==> src/rtl/pulse_count_display_pkg.sv <==
// Shared constants for the pulse counter and its multiplexed hex display.
// Segment order is {g,f,e,d,c,b,a}; all display signals are active-low.
package pulse_count_display_pkg;

    localparam int unsigned COUNT_W = 16;
    localparam int unsigned AN_W    = 4;
    localparam int unsigned SEG_W   = 7;

    localparam logic [SEG_W-1:0] SEG_OFF = 7'b1111111;
    localparam logic [AN_W-1:0]  AN_OFF  = 4'b1111;

    // Hex glyphs indexed by nibble value, entry 15 first
    localparam logic [15:0][SEG_W-1:0] SEG_TABLE = {
        7'b0001110, 7'b0000110, 7'b0100001, 7'b1000110,
        7'b0000011, 7'b0001000, 7'b0010000, 7'b0000000,
        7'b1111000, 7'b0000010, 7'b0010010, 7'b0011001,
        7'b0110000, 7'b0100100, 7'b1111001, 7'b1000000
    };

    // Active-low anode vector with only digit idx enabled
    function automatic logic [AN_W-1:0] an_for_digit(input logic [1:0] idx);
        return AN_OFF ^ (4'b0001 << idx);
    endfunction

endpackage

==> src/rtl/pulse_count_display_hex_to_7seg.sv <==
// Combinational nibble-to-glyph decoder for an active-low seven-segment digit.
module hex_to_7seg
    import pulse_count_display_pkg::*;
(
    input  logic [3:0]       hex,
    output logic [SEG_W-1:0] seg_c
);

    assign seg_c = SEG_TABLE[hex];

endmodule

==> src/rtl/pulse_count_display.sv <==
// Up/down/clear pulse counter with a four-digit multiplexed hex display of the
// live count; requests act on their rising edge with no added latency.
module pulse_count_display
    import pulse_count_display_pkg::*;
#(
    parameter int unsigned REFRESH_DIV = 50000
) (
    input  logic               clk_in,
    input  logic               reset,
    input  logic               inc_pulse,
    input  logic               dec_pulse,
    input  logic               clr_pulse,
    output logic [COUNT_W-1:0] count,
    output logic               wrap,
    output logic [AN_W-1:0]    an,
    output logic [SEG_W-1:0]   seg,
    output logic               dp
);

    localparam int unsigned        DIV_W    = $clog2(REFRESH_DIV);
    localparam logic [DIV_W-1:0]   DIV_LAST = DIV_W'(REFRESH_DIV - 1);

    // Request bit positions within the history/detect vectors
    localparam int unsigned REQ_INC = 0;
    localparam int unsigned REQ_DEC = 1;
    localparam int unsigned REQ_CLR = 2;

    logic [2:0]         req_hist_q, req_hist_d;
    logic [2:0]         req_det_c;
    logic [COUNT_W-1:0] count_q, count_d;
    logic               wrap_q, wrap_d;
    logic [DIV_W-1:0]   div_q, div_d;
    logic [1:0]         digit_q, digit_d;
    logic [AN_W-1:0]    an_q, an_d;
    logic [SEG_W-1:0]   seg_q, seg_d;
    logic               tick_c;
    logic [3:0]         nibble_c;
    logic [SEG_W-1:0]   glyph_c;

    // Edge detection and counter update; the result lands on the detecting edge
    always_comb begin
        req_hist_d = {clr_pulse, dec_pulse, inc_pulse};
        req_det_c  = req_hist_d & ~req_hist_q;
        count_d    = count_q;
        wrap_d     = 1'b0;
        if (req_det_c[REQ_CLR]) begin
            count_d = '0;
        end else if (req_det_c[REQ_INC] && !req_det_c[REQ_DEC]) begin
            count_d = count_q + 16'd1;
            wrap_d  = (count_q == 16'hFFFF);
        end else if (req_det_c[REQ_DEC] && !req_det_c[REQ_INC]) begin
            count_d = count_q - 16'd1;
            wrap_d  = (count_q == 16'h0000);
        end
    end

    // Refresh divider and digit scanner
    always_comb begin
        tick_c  = (div_q == DIV_LAST);
        div_d   = tick_c ? '0 : div_q + DIV_W'(1);
        digit_d = tick_c ? digit_q + 2'd1 : digit_q;
        an_d    = an_for_digit(digit_d);
    end

    // Glyph is derived from next-state values so anode and segments move together
    assign nibble_c = 4'(count_d >> {digit_d, 2'b00});

    hex_to_7seg u_hex_to_7seg (
        .hex   (nibble_c),
        .seg_c (glyph_c)
    );

    assign seg_d = glyph_c;

    always_ff @(posedge clk_in or posedge reset) begin
        if (reset) begin
            req_hist_q <= '0;
            count_q    <= '0;
            wrap_q     <= 1'b0;
            div_q      <= '0;
            digit_q    <= '0;
            an_q       <= an_for_digit(2'd0);
            seg_q      <= SEG_TABLE[0];
        end else begin
            req_hist_q <= req_hist_d;
            count_q    <= count_d;
            wrap_q     <= wrap_d;
            div_q      <= div_d;
            digit_q    <= digit_d;
            an_q       <= an_d;
            seg_q      <= seg_d;
        end
    end

    assign count = count_q;
    assign wrap  = wrap_q;
    assign an    = an_q;
    assign seg   = seg_q;
    assign dp    = 1'b1;

endmodule

==> config.mk <==
export PLATFORM = sky130hd
export DESIGN_NAME = pulse_count_display
export DESIGN_NICKNAME = d
export VERILOG_FILES = /design/src/rtl/pulse_count_display_pkg.sv /design/src/rtl/pulse_count_display_hex_to_7seg.sv /design/src/rtl/pulse_count_display.sv
export SDC_FILE = /design/constraint.sdc
export NUM_CORES = 1
export LEC_CHECK = 0
export BUFFER_PORTS_ARGS = -buffer_cell sky130_fd_sc_hd__buf_2
export CORE_MARGIN = 4
export CORE_UTILIZATION = 25
export DETAILED_ROUTE_END_ITERATION = 16
export GPL_ROUTABILITY_DRIVEN = 0
export GPL_TIMING_DRIVEN = 0
export PLACE_DENSITY = 0.38
export REMOVE_ABC_BUFFERS = 1
export SLEW_MARGIN = 20
export SYNTH_ARGS = -nofsm -noshare
export SYNTH_HDL_FRONTEND = slang
export SYNTH_SLANG_ARGS = --single-unit
==> constraint.sdc <==
create_clock -name clk_in -period 3.35 [get_ports clk_in]
set_input_delay 0.1675 -clock clk_in [delete_from_list [all_inputs] [get_ports clk_in]]
set_output_delay 0.1675 -clock clk_in [all_outputs]
set_load 0.05 [all_outputs]
==> summary.md <==
| Metric | Value |
|---|---|
| Post-synth design cell area | `around 2900 sq um` |
| Number of warnings issued by yosys | `0` |
| Tightest Hold Check Type | `primary input to asynchronous set/reset pin` |
| Core occupancy in the finished layout | `between 30% and 40%` |
| Flip-flop and latch area | `approximately 1200 sq um` |
| Sink count of the clock tree | `just under 50` |
| Power Dens Cells | `924 nW/um^2` |
| DRC Markers | `0` |
| Commonest cells after routing, fill and taps aside | `sky130_fd_sc_hd__dfrtp_1 (39), sky130_fd_sc_hd__buf_2 (32), sky130_fd_sc_hd__nor2_1 (31), sky130_fd_sc_hd__nand2_1 (21), sky130_fd_sc_hd__xor2_1 (18)` |
| GRT Total Usage | `a little under an eighth` |
| Outcome | `finished with violations` |
| CTS Root Cell | `sky130_fd_sc_hd__clkbuf_16` |
| Leakage power | `roughly 0.0016 uW` |
| Die footprint | `around 13000 sq um` |
| Failing checks | `hold timing` |
| Critical Path End Type | `flip-flop` |
| Sum of routed wire length over all layers | `7560 um` |
| Die Height | `around 120 um` |
| Wire length of the first global-routing pass | `12500 um` |
| Fraction of layout cells with a size suffix above 1 | `27.0%` |
| Synthesized instance count | `between 200 and 300` |
| Number of nets in the finished design | `around 350` |
| Via count of the first global-routing pass | `2252` |
| Worst rel slew slack | `between 50 and 60%` |
| WP data arrival | `between 3000 and 4000 ps` |
| Startpoint of the worst register-to-register path | `div_q[7]` |
| Startpoint class of the critical path | `flip-flop` |
| Average footprint of a synthesized cell | `about 10 sq um` |
| Maximum Capacitance Violations | `0` |
| WS Path Type | `flip-flop to flip-flop` |
| Number of enable-type register cells in the synthesized netlist | `0` |
| Std cell rows | `39` |
| Required arrival time at the worst endpoint | `3550 ps` |
| Core region area | `roughly 11000 sq um` |
| Buffers from clock root to sink, at most | `2` |
| Final worst hold slack | `-33.3 ps` |
| Number of buffers created by CTS | `5` |
| Detail Placement HPWL | `about 5300 um` |
| Area growth from synthesis to final layout | `18.9%` |
| Post-detailed-route wirelength per cell | `roughly 16 um` |
| Fill cell count | `~1200` |
| Initial drt markers | `about 120` |
| Clock input transition at the sequential cells of the worst setup and hold paths | `roughly 70 ps` |
| Count of TritonRoute iterations in the first routing pass | `4` |
| Max IR drop VDD | `333 uV` |
| Number of setup violations in the final report | `0` |
| Clock tree from TritonCTS | `yes` |
| Number of max-slew violations in the final report | `0` |
| Proportion of synthesized flip-flops having asynchronous set or reset | `between 90% and 100%` |
| Starting density of the core | `25.5%` |
| Worst Clk Skew | `4.34 ps` |
| Critical path peak fanout | `6` |
| Minimum clock period | `about 3200 ps` |
| Vias per Instance | `between 4 and 5` |
| Primary FF master, synth | `sky130_fd_sc_hd__dfrtp_1` |
| Clock latency at the later pin of the worst-skew pair | `just under 300 ps` |
| Top Ports | `34` |
| Number of port buffers | `32` |
| Post-synth cell types | `between 50 and 60` |
| Flip-flop and latch count after synthesis | `between 40 and 50` |
| Count of vias placed by the detailed router | `roughly 2300` |
| Actual transition at the worst max-transition pin | `~740 ps` |
| Most common cell after layout, fill and taps aside | `sky130_fd_sc_hd__dfrtp_1` |
| Overall overflow remaining after global route | `0` |
| Antenna-violating nets left | `0` |
| Max Clock Freq | `between 0.3 and 0.4 GHz` |
| Antenna violations before repair | `0` |
| Fraction of the cycle the final worst path needs | `a little over nine tenths` |
| Setup TNS | `0 ps` |
| Launch point of the critical path | `div_q[7]` |
| # diodes | `0` |
| Sequential share of the synthesized area | `a little over two fifths` |
| Width of the die | `about 120 um` |
| Final Hold Fails | `45` |
| Area of the multi-input gates | `around 1600 sq um` |
| Largest net degree at the start of global routing | `50` |
| Level count of the clock H-tree | `2` |
-- cell usage after synthesis, drive strengths merged, types with 6 or more instances --
master	number	share of area, %
and2	7	1.5
and3	8	1.7
nor4	7	1.5
nor2	32	4.2
o22ai	7	2.2
ha	9	3.9
nand2b	6	1.3
clkbuf	6	1.6
a21oi	7	1.3
buf	9	2.6
or4	6	1.8
dfrtp	45	39
nand4	7	1.5
mux2i	9	3.1
xnor2	15	4.5
nand2	22	2.8
xor2	18	5.4
inv	14	1.8
nand3	14	2.4
-- area by class of cell --
type	count	area share, %
clock inverter	3	0.616
sequential	49	35.9
tap	143	5.18
timing repair buffer	42	6.95
clock buffer	5	3.62
multi-input combinational	220	46.2
inverter	14	1.59
-- report_power, final --
| group | total, uW | internal (uW) | switching, uW | leakage [uW] |
|---|---|---|---|---|
| sequential | 947 | 738 | 208 | 0.000625 |
| clock | 512 | 278 | 234 | 0.0000702 |
| combinational | 1730 | 604 | 1130 | 0.000885 |
| total | 3190 | 1620 | 1570 | 0.00158 |
-- cell families (layout without fill, tap and decap cells) --
logic type | count (synthesis) | after routing | synth area share (%)
xor gates and xnor gates | 33 | 33 | 9.94
and+or+nand+nor | 127 | 127 | 23.2
adders and majority gates | 9 | 9 | 3.87
other | 1 | 1 | 0.129
muxes | 10 | 10 | 3.49
DFF | 49 | 49 | 42.4
buffers and inverters | 30 | 64 | 6.37
AOI/OAI and AO/OA | 40 | 40 | 10.6
-- timing repair --
action,4_1_cts,5_1_grt
pin swaps,2,1
hold endpoints to repair,1,1
setup endpoints to repair,7,7
hold buffers,1,1
resized for setup,6,20
buffers inserted,4,4
-- registers in the layout, indices dropped and copies added, names as in the netlist --
name	count
div_q	16
wrap	1
seg	7
req_hist_q	3
count	16
digit_q	2
an	4
-- worst max-delay path, stage by stage (launching register included) --
cell and delay (ps):
sky130_fd_sc_hd__dfrtp_1 400, sky130_fd_sc_hd__or4b_1 540, sky130_fd_sc_hd__nor3_2 250, sky130_fd_sc_hd__nand3_2 200, sky130_fd_sc_hd__and2_2 290, sky130_fd_sc_hd__or2_2 360, sky130_fd_sc_hd__mux2_2 350, sky130_fd_sc_hd__inv_1 160
sky130_fd_sc_hd__ha_2 240, sky130_fd_sc_hd__nor3b_1 60, sky130_fd_sc_hd__a211oi_1 230
-- stage by stage --
stage | total power [uW] | instance area, sq um | instances | setup WS (ps)
6_report | 3190 | 3450 | 476 | 188
5_1_grt | 3420 | 3450 | 476 | -19.0
4_1_cts | 3160 | 3340 | 471 | 5.54
3_5_place_dp | 2570 | 3120 | 458 | -317
3_3_place_gp | 2580 | 3110 | 458 | -537
2_1_floorplan | 2160 | 2770 | 283 | -27.6
-- routing by layer --
| metal | global-route usage [%] | vias to the layer above | part of all wire [%] |
|---|---|---|---|
| met5 | 0 | - | 0 |
| met4 | 3.79 | 0 | 1.5 |
| met3 | 2.19 | 6 | 3.6 |
| met2 | 18.3 | 46 | 47 |
| met1 | 16.9 | 1125 | 48 |
| li1 | - | 1101 | - |
-- path summary, 6_finish.rpt --
| kind | cells past startpoint | to | slack (ps) |
|---|---|---|---|
| worst max register to register | 10 | seg[0] | 190 |
| worst max-delay path | 10 | seg[0] | 190 |
| worst min register to register | 1 | div_q[0] | 460 |
| min in group clk_in | 1 | req_hist_q[0] | 40 |
| worst min-delay path | 2 | count[13] | -30 |
| max in group asynchronous | 2 | count[3] | 2920 |
Power figures use the tool's default switching activity.
